### src/rtl/mem_data_ctrl.sv
// Byte-serial data controller: serves ROB store commits and load-buffer loads over an 8-bit RAM port.
// Stores are buffered one deep and always complete; loads are speculative and die on ROB flush.
module mem_data_ctrl #(
  parameter int ADDR_WIDTH = 32,
  parameter int DATA_WIDTH = 32
) (
  input  logic                  clk_in,
  input  logic                  rst_in,
  input  logic                  rdy_in,
  input  logic                  rob_rst_in,
  input  logic                  rob_datactrl_en_in,
  input  logic [ADDR_WIDTH-1:0] rob_datactrl_addr_in,
  input  logic [2:0]            rob_datactrl_width_in,
  input  logic [DATA_WIDTH-1:0] rob_datactrl_data_in,
  output logic                  datactrl_rob_en_out,
  input  logic                  lbuffer_datactrl_en_in,
  input  logic [ADDR_WIDTH-1:0] lbuffer_datactrl_addr_in,
  input  logic [2:0]            lbuffer_datactrl_width_in,
  input  logic                  lbuffer_datactrl_signed_in,
  output logic                  datactrl_lbuffer_en_out,
  output logic [DATA_WIDTH-1:0] datactrl_lbuffer_data_out,
  input  logic [7:0]            mem_din_in,
  output logic [7:0]            mem_dout_out,
  output logic [ADDR_WIDTH-1:0] mem_a_out,
  output logic                  mem_wr_out,
  output logic [1:0]            dbg_state
);

  typedef enum logic [1:0] {IDLE = 2'd0, STORE = 2'd1, LOAD = 2'd2} state_t;

  state_t                state;
  logic                  st_pend;
  logic [ADDR_WIDTH-1:0] st_addr;
  logic [DATA_WIDTH-1:0] st_data;
  logic [2:0]            st_n;
  logic [ADDR_WIDTH-1:0] cur_addr;
  logic [DATA_WIDTH-1:0] cur_data;  // store data, or load accumulator
  logic [2:0]            cur_n;
  logic [2:0]            cnt;
  logic                  cur_signed;
  logic                  mem_wr_q;
  logic                  take_direct;
  logic [1:0]            cap_idx;
  logic [DATA_WIDTH-1:0] ld_raw;
  logic [DATA_WIDTH-1:0] ld_ext;

  function automatic logic [2:0] width_bytes(input logic [2:0] w);
    case (w)
      3'b001:  return 3'd1;
      3'b010:  return 3'd2;
      default: return 3'd4;
    endcase
  endfunction

  assign mem_wr_out  = mem_wr_q & rdy_in;
  assign dbg_state   = state;
  assign take_direct = rdy_in && (state == IDLE) && !st_pend;

  // In LOAD, cnt counts edges since accept: issue byte cnt, capture byte cnt-2.
  always_comb begin
    cap_idx = 2'(cnt - 3'd2);
    ld_raw  = cur_data;
    ld_raw[{cap_idx, 3'b000} +: 8] = mem_din_in;
    case (cur_n)
      3'd1:    ld_ext = {{(DATA_WIDTH-8){cur_signed & ld_raw[7]}}, ld_raw[7:0]};
      3'd2:    ld_ext = {{(DATA_WIDTH-16){cur_signed & ld_raw[15]}}, ld_raw[15:0]};
      default: ld_ext = ld_raw;
    endcase
  end

  always_ff @(posedge clk_in) begin
    if (!rst_in) begin
      state                     <= IDLE;
      st_pend                   <= 1'b0;
      st_addr                   <= '0;
      st_data                   <= '0;
      st_n                      <= 3'd0;
      cur_addr                  <= '0;
      cur_data                  <= '0;
      cur_n                     <= 3'd0;
      cnt                       <= 3'd0;
      cur_signed                <= 1'b0;
      mem_wr_q                  <= 1'b0;
      mem_a_out                 <= '0;
      mem_dout_out              <= 8'h00;
      datactrl_rob_en_out       <= 1'b0;
      datactrl_lbuffer_en_out   <= 1'b0;
      datactrl_lbuffer_data_out <= '0;
    end else begin
      if (rdy_in) begin
        datactrl_rob_en_out     <= 1'b0;
        datactrl_lbuffer_en_out <= 1'b0;
        case (state)
          IDLE: begin
            if (st_pend) begin
              state    <= STORE;
              cur_addr <= st_addr;
              cur_data <= st_data;
              cur_n    <= st_n;
              cnt      <= 3'd0;
              st_pend  <= 1'b0;
            end else if (rob_datactrl_en_in) begin
              state    <= STORE;
              cur_addr <= rob_datactrl_addr_in;
              cur_data <= rob_datactrl_data_in;
              cur_n    <= width_bytes(rob_datactrl_width_in);
              cnt      <= 3'd0;
            end else if (lbuffer_datactrl_en_in && !rob_rst_in) begin
              state      <= LOAD;
              cur_addr   <= lbuffer_datactrl_addr_in;
              cur_data   <= '0;
              cur_n      <= width_bytes(lbuffer_datactrl_width_in);
              cur_signed <= lbuffer_datactrl_signed_in;
              cnt        <= 3'd0;
            end
          end
          STORE: begin
            if (cnt < cur_n) begin
              mem_wr_q     <= 1'b1;
              mem_a_out    <= cur_addr + ADDR_WIDTH'(cnt);
              mem_dout_out <= cur_data[{cnt[1:0], 3'b000} +: 8];
              cnt          <= cnt + 3'd1;
            end else begin
              mem_wr_q            <= 1'b0;
              datactrl_rob_en_out <= 1'b1;
              state               <= IDLE;
            end
          end
          LOAD: begin
            if (rob_rst_in) begin
              state <= IDLE;
            end else begin
              if (cnt < cur_n) mem_a_out <= cur_addr + ADDR_WIDTH'(cnt);
              if (cnt == cur_n + 3'd1) begin
                datactrl_lbuffer_en_out   <= 1'b1;
                datactrl_lbuffer_data_out <= ld_ext;
                state                     <= IDLE;
              end else begin
                if (cnt >= 3'd2) cur_data[{cap_idx, 3'b000} +: 8] <= mem_din_in;
                cnt <= cnt + 3'd1;
              end
            end
          end
          default: state <= IDLE;
        endcase
      end else if (state == LOAD) begin
        // A paused load restarts from byte 0; a flush still kills it.
        cnt      <= 3'd0;
        cur_data <= '0;
        if (rob_rst_in) state <= IDLE;
      end
      // The one-cycle store pulse must never be lost, even while paused or busy.
      if (rob_datactrl_en_in && !take_direct) begin
        st_pend <= 1'b1;
        st_addr <= rob_datactrl_addr_in;
        st_data <= rob_datactrl_data_in;
        st_n    <= width_bytes(rob_datactrl_width_in);
      end
    end
  end

  a_single_store: assert property (@(posedge clk_in) disable iff (!rst_in)
    rob_datactrl_en_in |-> !(st_pend || state == STORE));

endmodule
### config.mk
export PLATFORM = sky130hd
export DESIGN_NAME = mem_data_ctrl
export DESIGN_NICKNAME = d
export VERILOG_FILES = /design/src/rtl/mem_data_ctrl.sv
export SDC_FILE = /design/constraint.sdc
export NUM_CORES = 1
export LEC_CHECK = 0
export CAP_MARGIN = 30
export CORE_ASPECT_RATIO = 2
export CORE_MARGIN = 8
export CORE_UTILIZATION = 53
export CTS_BUF_LIST = sky130_fd_sc_hd__clkbuf_8 sky130_fd_sc_hd__clkbuf_16
export DETAILED_ROUTE_END_ITERATION = 16
export PLACE_DENSITY = 0.88
export RECOVER_POWER = 50
export SETUP_SLACK_MARGIN = 0.1
export SYNTH_ARGS = -nofsm -noshare
export SYNTH_HDL_FRONTEND = slang
export SYNTH_SLANG_ARGS = --single-unit
### constraint.sdc
create_clock -name clk_in -period 4.05 [get_ports clk_in]
set_input_delay 1.215 -clock clk_in [delete_from_list [all_inputs] [get_ports clk_in]]
set_output_delay 1.215 -clock clk_in [all_outputs]
set_load 0.01 [all_outputs]
Yosys cells after proc, flatten, opt, wreduce, memory -nomap -nowiden:

Cells that the tools add are included.

* bits in writable memories: 0
* bits in latches: 0
* ROM bits: 0
* memories kept: 0
* logic and storage cells: 125
* bits of input ports: 117
* output and inout bits: 77
* flip-flop bits (word level): 216

* shift operators: 3
* magnitude comparators: 2
* multiplexer cells: 50
* multiply operators: 0
* bitwise gates (word level): 6
* equal/unequal tests: 17
* $add $sub $neg: 5
* divide/modulo/power cells: 0
* reductions and logical operators: 26

Operators by type and width (number)
* $mux 32: 13
* $pmux 32 s2: 3
* $mux 3: 11
* $add 32x3->32: 1
* $bwmux 32: 1
* $shift 8x7->32 const A: 1
* $shiftx 32x6->8: 1
* $shiftx 8x7->32: 1
* $mux 2: 9
* $ne 3x3->1 const B: 6
* $pmux 3 s2: 2
* $reduce_and 6->1: 2
* $reduce_bool 2->1: 6
* $reduce_and 5->1: 2
* $eq 3x1->1 const B: 3
* $eq 3x2->1 const B: 3
* $mux 1: 9
* $pmux 3 s3: 1
* $reduce_and 3->1: 3
* $neg 5->7: 1
* $add 3x1->3 const B: 2
* $pmux 2 s3: 1
* $reduce_bool 3->1: 2
* $ne 5x4->1 const B: 1
* other kinds (14): 24

Logic depth before layout (Yosys ltp):

Gate-level depths: netlist of run 1.

* word-level depth: 9
* mapped depth: 10
* mapped depth without buffers: 7

Worst setup path after synthesis of run 1:

Ideal clock, no wire load.

* kind: input port to output port
* start point: in rdy_in
* end point: out mem_wr_out
* slack: 969 ps
* path buffers: 2
* required time: 2835 ps
* stages: 3
* data arrival time: 1866 ps
* path through: clkbuf_1 > clkbuf_1 > and2_1

* longest elaborated chain between the ends: 1

Ends and longest elaborated chain
* start, declared: RTL line 9 `input logic rdy_in,`
* $and 1x1->1: RTL line 55 `assign mem_wr_out = mem_wr_q & rdy_in;`
* end, declared: RTL line 25 `output logic mem_wr_out,`

Every way passes these cells.

Worst setup path in the final report of run 1:

Ends and elaborated chain as after synthesis.

==> results.md, run 1 <==
- Status: completed
- Simple-gate share of the synthesized area: ~22%
- Post-synthesis mux area share: under 10%
- Crit path largest cell delay: roughly 0.54 ns
- Share of layout cells above drive strength 1: ~5.7%
- Largest cells by area after synthesis: dfxtp_1 41%, nand2_1 11%, a21oi_1 8.7%
- Synthesized cell area: about 11,000 um^2
- CP delay by family, top: buffers and inverters
- Synth Area in Compound Gates: between 20% and 30%
- GR Util All Layers: between 20 and 30%
- Async set-reset flop share out of synthesis: 0%
- Design Area, Final: between 10,000 and 15,000 um^2
- Gp weighted congestion: roughly 0.94
- Post-CTS setup buffers: 0
- Pleak: 5.23 nW
- Post-CTS Hold Buffers: 0
- Post-synthesis adder-cell area fraction: about 2.3%
- Clock period minus worst slack: 3.62 ns
- GRT met1 Usage: between 20 and 30%
- Busiest grt layer: met2
- Setup TNS: 0 ns
- Die area: around 25,000 um^2
- DP HPWL: about 26,000 um
- Slew @ Worst Pin: roughly 1.3 ns
- Quantity of gates resized following cts: 0
- Vias in the first global route: 10,300
- EDFF count, synth: 0
- Wire length of the first global-routing pass: 54,700 um
- Worst path buffer plus inverter count: 2
- Met3 Use GR: 4.35%
- CTS tree: yes
- FF+latch area: around 4300 um^2
- CP startpoint kind: primary input
- DRT iter0 DRCs: about 640
- Yosys reg bits: ~220
- Initial core utilization: 53.7%
- Leading area contributor after synthesis: dfxtp_1
- Period utilization: 89.5%
- Top-area cell type share of the netlist area: 40.6%
- Syn nets: between 1,000 and 1,500
- Core Area: roughly 20,000 um^2
- H-tree Lvls: 1
- Vias per std cell: a little under 6
- Net count, final: around 1,600
- Top cells by count, synth: 321 x nand2_1, 216 x dfxtp_1, 185 x a21oi_1
- DRC viols: 0
- Max Clk Rate: 276 MHz
- Met2 Resource Use GR: 52.3%
- Post-synthesis xor/xnor area fraction: 2.53%
- Row count: 73
- Multi-input logic area: 5870 um^2
- Max-cap violations: 0
- Worst path required time: about 2.8 ns
- Largest family of logic cells by synthesized area: compound AO/OA/AOI/OAI gates
- Crit-path cells: dlygate4sd3_1, and2_1, clkdlybuf4s50_1
- Synth warn: 0
- Worst VDD drop: 0.443 mV
- Mapped Avg Cell Area: slightly below 8 um^2
- Fill cells: between 1,500 and 2,000
- Final setup vio count: 0
- Placed Instance Area: approximately 13,000 um^2
- Register area share after synthesis: 40.6%
- Synth unique cells: 56
- Slew headroom: 14.4%
- Slew Limit Fails: 0
- Total power: between 5 and 6 mW
- R2R Setup Slk: about 1.1 ns
- Crit-path max FO: 2
- CTS Buf Count: 20
- I/O Pins: between 150 and 200
- Reg clk slew, reported paths: 0.07 ns
- Via count: 10,300
- Area grow syn2layout: 26.0%
- Slowest cell on crit path: dlygate4sd3_1
- Pin count of the biggest net entering global routing: between 70 and 80
- Top_reg_cell synth: dfxtp_1
- Gate Count Post-Synth: approximately 1,400
- Final ANT Viol Nets: 0
- RSZ-0062 raised after global routing: false
- Clk_lat worst skew: around 0.50 ns
- PortBufs: ~190
- Most frequent cell after synthesis: nand2_1
- Worst Path Arrival: ~2.4 ns
- Drt total wl: around 35,000 um
- Initial antenna violation count: 2
- Final Skew: ~0.0091 ns
- Crit path kind: in -> out
- Element type at the critical path end: output pin
- Final Hold Viols: 0
- Die Y-Extent: roughly 220 um
- Grt total ovfl: 0
- Worst min path class: reg -> reg
- WL per Instance: between 15 and 20 um
- DIE WIDTH: around 120 um
- Pwr dens: 377 nW/um^2
- DRT Pass-1 Iters: 5
- Clk root buf: clkbuf_16
- Max clock buf depth: 3
- Clock Sink Count: between 200 and 250
==> layer usage <==
layer	part of all wire, %	wire [um]
met5	0	0
met4	7.9	2770
met3	5.8	2040
met2	54	19100
met1	32	11300
==> power breakdown <==
part | internal, mW | switching, mW | total (mW)
clock network | 1.21 | 0.828 | 2.04
registers | 2.22 | 0.104 | 2.32
logic | 0.298 | 0.396 | 0.694
total | 3.73 | 1.33 | 5.06
==> final cells by class <==
cell class	count	area share [%]
multi-input combinational	1016	43.7
sequential	216	32.2
timing repair buffer	218	15.8
clock buffer	25	4.33
tap	262	2.44
clock inverter	11	1.01
inverter	13	0.382
antenna	2	0.0373
==> sequential cells by signal (all words and copies together) (netlist names) <==
register,count
st_addr,32
cur_signed,1
cur_n,3
st_n,3
datactrl_rob_en_out,1
cur_addr,32
mem_a_out,32
st_data,32
cnt,3
cur_data,32
mem_dout_out,8
dbg_state,2
st_pend,1
datactrl_lbuffer_data_out,32
datactrl_lbuffer_en_out,1
mem_wr_q,1
==> cell usage in the layout (no fill, tap or decap), types with 8 or more instances in the layout <==
cell | Yosys | routed
a211oi_1 | 35 | 35
a21oi_1 | 185 | 185
a22o_1 | 25 | 25
and2_1 | 9 | 9
and3_1 | 8 | 8
and4_1 | 8 | 8
buf_4 | 0 | 17
clkbuf_16 | 0 | 21
clkdlybuf4s50_1 | 0 | 120
dfxtp_1 | 216 | 215
dlygate4sd3_1 | 0 | 71
ha_1 | 18 | 18
inv_1 | 12 | 14
mux2i_1 | 53 | 53
mux4_2 | 8 | 8
nand2_1 | 321 | 321
nand2b_1 | 17 | 17
nand3_1 | 31 | 31
nand4_1 | 8 | 8
nor2_1 | 79 | 79
nor2b_1 | 18 | 18
o21ai_0 | 84 | 83
o221a_1 | 10 | 10
o221a_2 | 14 | 14
o2bb2ai_1 | 9 | 9
xnor2_1 | 9 | 9
xor2_1 | 19 | 19
==> worst register-to-register path: stages (launching register included) <==
cell and delay, ns:
dfxtp_1 0.48, xor3_1 0.51, or3_1 0.48, a2111o_1 0.56, or2_1 0.51, o221a_2 0.34
==> cell families (layout without fill, tap and decap cells) <==
group           Yosys count  count (layout)
compound gates          381             381
xor+xnor                 29              29
fa+ha+maj                19              19
buf+inv                 121             267
flops                   216             216
mux                      61              61
other cells               0               2
simple gates            526             526
==> final timing paths <==
path / start / end / cells after the start
min: st_addr[2] / st_addr[2] / 2
min reg2reg: st_addr[2] / st_addr[2] / 2
max reg2reg: cnt[2] / datactrl_lbuffer_data_out[17] / 5
max: rdy_in / mem_wr_out / 3
==> through the flow <==
| stage | util, % | std cells | worst slack (ns) | hold slack, ns |
|---|---|---|---|---|
| after floorplan | - | 1353 | 0.969 | 0.432 |
| after global placement | 64.0 | 1722 | 0.481 | 0.441 |
| after detailed placement | 64.2 | 1725 | 0.485 | 0.446 |
| after CTS | 67.8 | 1761 | 0.486 | 0.456 |
| after global routing | 67.7 | 1763 | 0.288 | 0.472 |
| final | 67.7 | 1763 | 0.427 | 0.454 |
(Power assumes the default switching activity.)
==> inputs of run 2 (changes only) <==
--- a/config.mk
+++ b/config.mk
@@ -11,6 +11,7 @@
 export CORE_UTILIZATION = 53
 export CTS_BUF_LIST = sky130_fd_sc_hd__clkbuf_8 sky130_fd_sc_hd__clkbuf_16
 export DETAILED_ROUTE_END_ITERATION = 16
+export GPL_ROUTABILITY_DRIVEN = 0
 export PLACE_DENSITY = 0.88
 export RECOVER_POWER = 50
 export SETUP_SLACK_MARGIN = 0.1
==> run 2 against run 1 <==
The flow now finishes with violations (max-capacitance violations, max-slew violations); combinational power about the same; core utilization is 0.10 points lower; critical path depth unchanged; first-iteration DRC count is 3.6% higher; clock skew is 0.0075 ns higher; total power rose by 0.11%; final area shrank 0.15%; final cell count about the same; wire length hardly changed; setup slack got worse by 0.0067 ns; flip-flop and latch count unchanged; worst hold slack worse by 0.0014 ns; critical path type unchanged; critical endpoint unchanged; largest cell class unchanged; largest power group unchanged; highest routed layer unchanged.
==> results.md, run 2 (synthesis results as in run 1) <==
- Period utilization: 89.6%
- Worst VDD drop: roughly 0.36 mV
- Diode count: 0
- DRC viols: 0
- Crit-path cells: dlygate4sd3_1, and2_1, clkdlybuf4s50_1
- I/O Pins: slightly below 200
- GR Util All Layers: about 28%
- H-tree Lvls: 1
- Worst min path class: reg -> reg
- DP HPWL: between 20,000 and 30,000 um
- Slew headroom: -62.4%
- CTS Buf Count: 20
- Element type at the critical path end: output pin
- Die Y-Extent: around 220 um
- PortBufs: 193
- Worst Path Arrival: about 2.4 ns
- Max Clk Rate: around 280 MHz
- R2R cell count: 5
- DIE WIDTH: ~120 um
- Critical Path Start: rdy_in
- Slew Limit Fails: 54
- Worst path required time: between 2 and 3 ns
- Max-cap violations: 1
- Net count, final: approximately 1,600
- Max clock buf depth: 3
- Final ANT Viol Nets: 0
- Initial antenna violation count: 0
- Post-CTS setup buffers: 0
- R2R Setup Slk: about 1.1 ns
- Final setup vio count: 0
- Clk_lat worst skew: 0.50 ns
- Via count: 10,400
- Commonest non-fill, non-tap cell in the layout: nand2_1
- Die area: 25,200 um^2
- Post-CTS Hold Buffers: 0
- Commonest non-fill, non-tap cells in the layout: 321 x nand2_1, 215 x dfxtp_1, 185 x a21oi_1
- Quantity of gates resized following cts: 0
- Wire length of the first global-routing pass: between 50,000 and 60,000 um
- Final Hold Viols: 0
- Core Area: about 20,000 um^2
- Drt total wl: between 30,000 and 40,000 um
- FF-to-FF Start: cnt[2]
- Row count: between 70 and 80
- Slowest cell on crit path: dlygate4sd3_1
- Grt total ovfl: 0
- Pleak: roughly 5.2 nW
- Reg clk slew, reported paths: roughly 0.06 ns
- Vias per std cell: 5.93
- Clock Sink Count: roughly 220
- DRT iter0 DRCs: between 600 and 700
- Pwr dens: ~380 nW/um^2
- DRT Pass-1 Iters: 5
- Crit-path max FO: 2
- Crit path kind: in -> out
- Status: finished with violations
- Final Skew: about 0.017 ns
- Clk root buf: clkbuf_16
- Crit path largest cell delay: 0.54 ns
- Failing checks: max-capacitance violations, max-slew violations
- WL per Instance: about 20 um
- Fill cells: between 1,500 and 2,000
- WHS: approximately 0.45 ns
- Area grow syn2layout: 25.8%
- R2r endpoint: datactrl_lbuffer_data_out[20]
- Setup TNS: 0 ns
- Slew @ Worst Pin: roughly 2.4 ns
- CP endpoint: mem_wr_out
- Initial core utilization: about 54%
- Vias in the first global route: ~11,000
- Pin count of the biggest net entering global routing: 73
- Clock period minus worst slack: roughly 3.6 ns
- CTS tree: yes
- CP startpoint kind: primary input
- Share of layout cells above drive strength 1: under 10%
- RSZ-0062 raised after global routing: false
-- run 2: cell types whose count changed in the layout (fill, tap and decap cells not counted), moves of 2 or more --
cell | before | now
diode_2 | 2 | 0
clkdlybuf4s50_1 | 120 | 118
dlygate4sd3_1 | 71 | 73
buf_4 | 17 | 19
-- run 2: report_power, final --
part	total (mW)	internal (mW)	switching, mW	leakage (nW)
registers	2.33	2.22	0.107	1.76
clock network	2.04	1.21	0.831	0.364
logic	0.692	0.296	0.396	3.11
-- run 2: area by class of cell --
| cell class | instances | area, um^2 | share of cell area, % |
|---|---|---|---|
| Tap cell | 262 | 328 | 2.45 |
| Clock inverter | 11 | 136 | 1.02 |
| Timing Repair Buffer | 219 | 2120 | 15.8 |
| Clock buffer | 25 | 581 | 4.33 |
| Multi-Input combinational cell | 1016 | 5860 | 43.7 |
| Sequential cell | 216 | 4330 | 32.3 |
| Inverter | 13 | 51.3 | 0.383 |
-- run 2: metal layers --
layer  track usage (%)  share of wire, %
met5                 0                 0
met4              22.7               8.5
met3              4.82               6.4
met2              50.5                53
met1              25.6                32
-- run 2: worst min-delay path by stage --
stage	from	end	slack, ns	cells after the start
finish	st_addr[8]	st_addr[8]	0.45	2
global route	st_addr[1]	st_addr[1]	0.47	2
CTS	st_addr[27]	st_addr[27]	0.46	2
detailed placement	st_addr[27]	st_addr[27]	0.45	2
global placement	st_data[14]	st_data[14]	0.44	2
floorplan	mem_wr_q	mem_wr_q	0.43	2
-- run 2: critical path: cells and delay by family --
| family | cells | cell delay (ns) |
|---|---|---|
| AND/OR/NAND/NOR | 1 | 0.13 |
| buffers and inverters | 2 | 1.07 |
-- run 2: per-stage QoR --
stage | instances | power [mW] | setup WS (ns) | util (%) | instance area (um^2)
6_report | 1762 | 5.06 | 0.421 | 67.6 | 13400
5_1_grt | 1762 | 5.25 | 0.296 | 67.6 | 13400
4_1_cts | 1761 | 5.08 | 0.479 | 67.8 | 13400
3_5_place_dp | 1725 | 3.06 | 0.482 | 64.2 | 12700
3_3_place_gp | 1723 | 3.03 | 0.459 | 64.0 | 12700
2_1_floorplan | 1353 | 2.74 | 0.969 | - | 10700
